<file path="src/rtl/bp_initiator.sv">
// rtl/bp_initiator.sv - BytePipe host initiator: register requests to command bytes, response bytes back
// One transaction in flight; burst reads first program the target burst counter at address 0.
module bp_initiator #(
  parameter int TIMEOUT_CYCLES = 1024
) (
  input  logic       i_clk,
  input  logic       i_rst_n,
  input  logic       i_cg,
  input  logic       i_req_valid,
  output logic       o_req_ready,
  input  logic       i_req_wr,
  input  logic [6:0] i_req_addr,
  input  logic [7:0] i_req_wdata,
  input  logic [7:0] i_req_len,
  output logic [7:0] o_bp_data,
  output logic       o_bp_valid,
  input  logic       i_bp_ready,
  input  logic [7:0] i_bp_data,
  input  logic       i_bp_valid,
  output logic       o_bp_ready,
  output logic [7:0] o_rsp_data,
  output logic       o_rsp_valid,
  output logic       o_rsp_last,
  input  logic       i_rsp_ready,
  output logic       o_timeout,
  output logic       o_busy
);

  localparam bit TO_EN = (TIMEOUT_CYCLES > 0);
  localparam int TW = TO_EN ? $clog2(TIMEOUT_CYCLES + 1) : 1;
  localparam logic [TW-1:0] TO_LAST = TW'(TO_EN ? TIMEOUT_CYCLES - 1 : 0);

  typedef enum logic [2:0] {
    IDLE, SETLEN_CMD, SETLEN_DATA, SETLEN_RSP, CMD, WDATA, RSP
  } stateT;

  stateT         state, stateNext;
  logic          reqWr;
  logic [6:0]    reqAddr;
  logic [7:0]    reqWdata, reqLen;
  logic [7:0]    remaining, remainingNext;
  logic [TW-1:0] toCnt, toCntNext;
  logic          timeoutQ;

  logic          txValid, rxReady, inRx;
  logic [7:0]    txByte;
  logic          txFire, rxFire, reqFire, toHit;

  always_comb begin
    txValid = 1'b0;
    rxReady = 1'b0;
    inRx    = 1'b0;
    txByte  = 8'h00;
    case (state)
      SETLEN_CMD:  begin txValid = 1'b1; txByte = 8'h80; end
      SETLEN_DATA: begin txValid = 1'b1; txByte = reqLen; end
      CMD:         begin txValid = 1'b1; txByte = {reqWr, reqAddr}; end
      WDATA:       begin txValid = 1'b1; txByte = reqWdata; end
      SETLEN_RSP:  begin inRx = 1'b1; rxReady = 1'b1; end
      RSP:         begin inRx = 1'b1; rxReady = i_rsp_ready; end
      default:     ;
    endcase
  end

  assign txFire  = txValid && i_bp_ready && i_cg;
  assign rxFire  = rxReady && i_bp_valid && i_cg;
  assign reqFire = (state == IDLE) && i_req_valid && i_cg;
  // Requester back-pressure in RSP still ages the transaction.
  assign toHit   = TO_EN && inRx && i_cg && !rxFire && (toCnt == TO_LAST);

  always_comb begin
    stateNext     = state;
    remainingNext = remaining;
    toCntNext     = toCnt;
    case (state)
      IDLE:        if (reqFire) stateNext = (!i_req_wr && i_req_len != '0) ? SETLEN_CMD : CMD;
      SETLEN_CMD:  if (txFire) stateNext = SETLEN_DATA;
      SETLEN_DATA: if (txFire) begin stateNext = SETLEN_RSP; toCntNext = '0; end
      SETLEN_RSP:  if (rxFire) stateNext = CMD;
      CMD: begin
        if (txFire) begin
          if (reqWr) begin
            stateNext = WDATA;
          end else begin
            stateNext     = RSP;
            remainingNext = reqLen;
            toCntNext     = '0;
          end
        end
      end
      WDATA: if (txFire) begin stateNext = RSP; remainingNext = '0; toCntNext = '0; end
      RSP: begin
        if (rxFire) begin
          if (remaining == '0) stateNext = IDLE;
          else remainingNext = remaining - 1'b1;
        end
      end
      default: stateNext = IDLE;
    endcase
    if (inRx) begin
      if (rxFire) begin
        toCntNext = '0;
      end else if (toHit) begin
        stateNext     = IDLE;
        remainingNext = '0;
        toCntNext     = '0;
      end else if (TO_EN && i_cg) begin
        toCntNext = toCnt + 1'b1;
      end
    end
  end

  always_ff @(posedge i_clk) begin
    if (!i_rst_n) begin
      state     <= IDLE;
      remaining <= '0;
      toCnt     <= '0;
      timeoutQ  <= 1'b0;
      reqWr     <= 1'b0;
      reqAddr   <= '0;
      reqWdata  <= '0;
      reqLen    <= '0;
    end else if (i_cg) begin
      state     <= stateNext;
      remaining <= remainingNext;
      toCnt     <= toCntNext;
      timeoutQ  <= toHit;
      if (reqFire) begin
        reqWr    <= i_req_wr;
        reqAddr  <= i_req_addr;
        reqWdata <= i_req_wdata;
        reqLen   <= i_req_len;
      end
    end
  end

  assign o_req_ready = (state == IDLE) && i_cg;
  assign o_bp_valid  = txValid && i_cg;
  assign o_bp_data   = txByte;
  assign o_bp_ready  = rxReady && i_cg;
  assign o_rsp_valid = (state == RSP) && i_bp_valid && i_cg;
  assign o_rsp_data  = (state == RSP) ? i_bp_data : 8'h00;
  assign o_rsp_last  = (state == RSP) && (remaining == '0);
  assign o_timeout   = timeoutQ;
  assign o_busy      = (state != IDLE);

endmodule

</file>
<file path="config.mk">
export PLATFORM = sky130hd
export DESIGN_NAME = bp_initiator
export DESIGN_NICKNAME = d
export VERILOG_FILES = /design/src/rtl/bp_initiator.sv
export SDC_FILE = /design/constraint.sdc
export NUM_CORES = 1
export LEC_CHECK = 0
export ABC_AREA = 1
export CAP_MARGIN = 40
export CORE_ASPECT_RATIO = 1.5
export CORE_MARGIN = 8
export CORE_UTILIZATION = 65
export CTS_CLUSTER_DIAMETER = 60
export DETAILED_ROUTE_END_ITERATION = 8
export DONT_BUFFER_PORTS = 1
export GPL_TIMING_DRIVEN = 0
export PLACE_DENSITY = 0.79
export RECOVER_POWER = 50
export SLEW_MARGIN = 20
export SYNTH_ARGS = -nofsm -noshare
export SYNTH_HDL_FRONTEND = slang
export SYNTH_SLANG_ARGS = --single-unit
</file>
<file path="constraint.sdc">
create_clock -name i_clk -period 3.4 [get_ports i_clk]
set_clock_uncertainty 0.15 [all_clocks]
set_input_delay 0.68 -clock i_clk [delete_from_list [all_inputs] [get_ports i_clk]]
set_output_delay 0.68 -clock i_clk [all_outputs]
set_load 0.05 [all_outputs]
</file>
==> run_results.csv <==
group,metric,value,unit
routing,drcViolationCount,0,
pwr,power.switching,0.000297,W
clocking,cts-hold-fix-buffers,0,
cells_and_area,final_nets,561,
sta,fmax,328,MHz
synthesis,synth_area_per_cell,6.18,um2
critical_path,crit_buf_inv,4,
critical_path,critPathRequiredTime,2.57,ns
pwr,p_comb_share,11.6,%
pwr,vdd_drop_max,280,uV
critical_path,crit_slowest_cell,"dfxtp_1",
sta,max-slew-margin-rel,43.4,%
routing,drt-wirelength-per-cell,14.8,um
clocking,cts_max_path_buffers,2,
routing,vias,3262,
grt,grt-ovfl-total,0,
sta,rsz0062_at_grt,"no",
synthesis,synth_compound_area_share,16.9,%
place,hpwl,6.88,mm
critical_path,cp-end-kind,"output port",
synthesis,synth_nets,536,
clocking,h-tree-depth,2,
synthesis,synthTopCellsByArea,"dfxtp_1 31%, nand2_1 17%, nor2_1 7.5%",
status,status,"finished, final reports clean",
grt,grt_usage,23.6,%
synthesis,synth_seq_cells,47,
pwr,p_sw_share,27.8,%
routing,first_pass_iters,4,
grt,first_global_vias,3100,
routing,ant_nets,0,
cells_and_area,drive_gt1_share,9.21,%
synthesis,ys_seq_area_share,30.8,%
cells_and_area,final_area,3300,um2
critical_path,path_delay_family,"simple AND/OR/NAND/NOR gates",
pwr,intPower,0.000769,W
critical_path,worstReg2RegEnd,"state[2]",
die,num_rows,30,
cells_and_area,multi_input_area,1740,um2
critical_path,rr_startpoint,"state[1]",
critical_path,crit_path_cell_trace,"inv_4 > nor2_1 > inv_2 > nor2_1 > inv_4 > o221ai_1 > buf_4",
critical_path,rr_worst_depth,12,
sta,finalSetupViolCount,0,
sta,hold_viol,0,
cells_and_area,layout_common_cells,"138 x nand2_1, 63 x nor2_1, 56 x inv_1",
cells_and_area,layout_commonest_cell,"nand2_1",
clocking,insertion_delay,0.30,ns
sta,min_period,3.05,ns
critical_path,path_class,"reg -> out",
sta,tns,0,ns
critical_path,cpPeakStageDelay,0.51,ns
clocking,cts_made_buffers,5,
synthesis,synthSimpleGateAreaFrac,39.4,%
place,place_area,3280,um2
synthesis,synth-xor-area-share,0.573,%
routing,first_iter_violations,142,
sta,drv_slew,0,
synthesis,synth-adder-area-share,0.818,%
synthesis,yosysWarnings,0,
clocking,cts-root-buf,"clkbuf_8",
critical_path,arrival,2.22,ns
critical_path,cp_num_cells,7,
critical_path,crit_path_start,"state[0]",
cells_and_area,fillCellCount,425,
clocking,ctsResizeCount,0,
die,die_area,7200,um2
critical_path,path_max_fanout,9,
synthesis,synthCells,495,
cells_and_area,diodes,0,
critical_path,critPathCapture,"o_bp_data[3]",
clocking,cts.sinks,47,
grt,antenna_found_initial,0,
die,die_w,72.0,um
die,core-area,4540,um2
cells_and_area,regArea,941,um2
sta,worst_pin_slew,0.844,ns
synthesis,synth_top_family_by_area,"simple AND/OR/NAND/NOR gates",
critical_path,r2r_slack,0.44,ns
clocking,clk_pin_slew,0.09,ns
pwr,leakage,1.46,nW
clocking,cts_tree,"done",
job,max_cap_viol_count,0,
synthesis,synth_top_area_cell,"dfxtp_1",
routing,vias_per_cell,5.58,
grt,grt_max_degree,16,
pwr,p_per_area,323,nW/um2
die,fp.dieH,100,um
pwr,p_total,0.00107,W
synthesis,synth.distinct_cells,34,
routing,wl,8.67,mm
synthesis,synth.top_cell.area_share,30.8,%
clocking,cts_setup_buffers,0,
die,start_util,67.3,%
place,io_buffers,0,
cells_and_area,areaGrowthSynthToFinish,7.77,%
die,num_io_pins,62,
pwr,p_seq_share,54.3,%
critical_path,critPathLaunchType,"flop",
place,gp_congestion,0.913,
min_path,hold_class,"reg -> reg",
synthesis,synth.cell_area,3060,um2
sta,fin_crit_sh,89.6,%
synthesis,yosys-mux-area-fraction,0,%
sta,whs,0.313,ns
pwr,p_clk_share,34.1,%
grt,grt_pass1_wl,13.6,mm
-- stage by stage --
stage,util (%),setup slack [ns],instances
final,72.6,0.354,585
after global placement,69.1,0.489,559
after detailed placement,72.2,0.496,577
after global routing,72.6,0.214,585
after floorplan,-,0.704,495
after CTS,74.3,0.465,585
-- area by class of cell --
type / instances / share of cell area (%)
multi-input cells: 364 / 52.7
flip-flops and latches: 47 / 28.5
inverters: 64 / 7.52
repair buffers: 18 / 3.08
plain buffers: 20 / 2.85
clock buffers: 6 / 2.51
well taps: 64 / 2.43
clock inverters: 2 / 0.418
-- power groups by stage --
stage / Clock (W) / Combinational [W] / Sequential [W]
detailed placement: 0 / 0.000126 / 0.000591
global route: 0.000390 / 0.000136 / 0.000581
floorplan: 0 / 0.0000970 / 0.000589
global placement: 0 / 0.000120 / 0.000590
CTS: 0.000365 / 0.000126 / 0.000578
finish: 0.000364 / 0.000123 / 0.000579
-- synthesized netlist by cell type --
| cell type | instances |
|---|---|
| buf_4 | 3 |
| inv_4 | 3 |
| nand3_1 | 40 |
| nor2_2 | 2 |
| nor2_4 | 2 |
| nand3b_1 | 2 |
| nor2_1 | 61 |
| nand2_4 | 2 |
| nand4_1 | 15 |
| dfxtp_1 | 47 |
| inv_2 | 4 |
| o211ai_1 | 4 |
| xor2_1 | 2 |
| a21oi_1 | 37 |
| o221ai_1 | 7 |
| nor3b_2 | 1 |
| a21oi_2 | 5 |
| ha_1 | 2 |
| nand2_1 | 136 |
| o211a_1 | 1 |
| nand2_2 | 4 |
| inv_1 | 55 |
| nand3_4 | 2 |
| buf_2 | 7 |
| o21ai_0 | 30 |
| nand3_2 | 1 |
| o21ai_1 | 1 |
| buf_8 | 1 |
| a31oi_1 | 1 |
| nor3_1 | 3 |
| o21ai_2 | 2 |
| clkinv_1 | 2 |
| a211oi_1 | 1 |
| clkbuf_1 | 9 |
-- cells by family (layout without fill, tap and decap cells) --
kind of cell | count (synthesis) | after routing
buf+inv | 84 | 110
flops | 47 | 47
simple gates | 271 | 271
xor+xnor | 2 | 2
fa+ha+maj | 2 | 2
compound gates | 89 | 89
-- routing by layer --
layer	vias to the layer above	track usage, %	part of all wire [%]
met5	-	0	0
met2	96	45.2	54
li1	1656	-	-
met4	0	13.1	3.6
met1	1482	22.2	37
met3	28	4.69	5.0
-- worst reg2reg max path, stage by stage, from the launching register on --
cell	delay [ns]
dfxtp_1	0.30
buf_4	0.16
inv_1	0.12
nand3_1	0.51
nor2_2	0.72
nand2_1	0.28
inv_2	0.22
nand2_1	0.11
nand3_1	0.08
nor2_1	0.05
nor2_1	0.09
nor2_1	0.05
nor2_1	0.07
-- sequential cells by signal, indices dropped and copies added (netlist names) --
| register | flops |
|---|---|
| o_timeout | 1 |
| reqAddr | 7 |
| state | 3 |
| reqLen | 8 |
| toCnt | 11 |
| reqWdata | 8 |
| reqWr | 1 |
| remaining | 8 |
-- how the worst min path moves through the flow --
stage | startpoint | endpoint | slack (ns) | depth (start not counted)
2_1_floorplan | reqWdata[4] | reqWdata[4] | 0.28 | 2
3_3_place_gp | reqWdata[5] | reqWdata[5] | 0.29 | 2
3_5_place_dp | reqWdata[2] | reqWdata[2] | 0.30 | 2
4_1_cts | reqWdata[2] | reqWdata[2] | 0.31 | 2
5_1_grt | reqWdata[4] | reqWdata[4] | 0.34 | 2
6_report | reqWdata[2] | reqWdata[2] | 0.31 | 2
(Power assumes the default switching activity.)
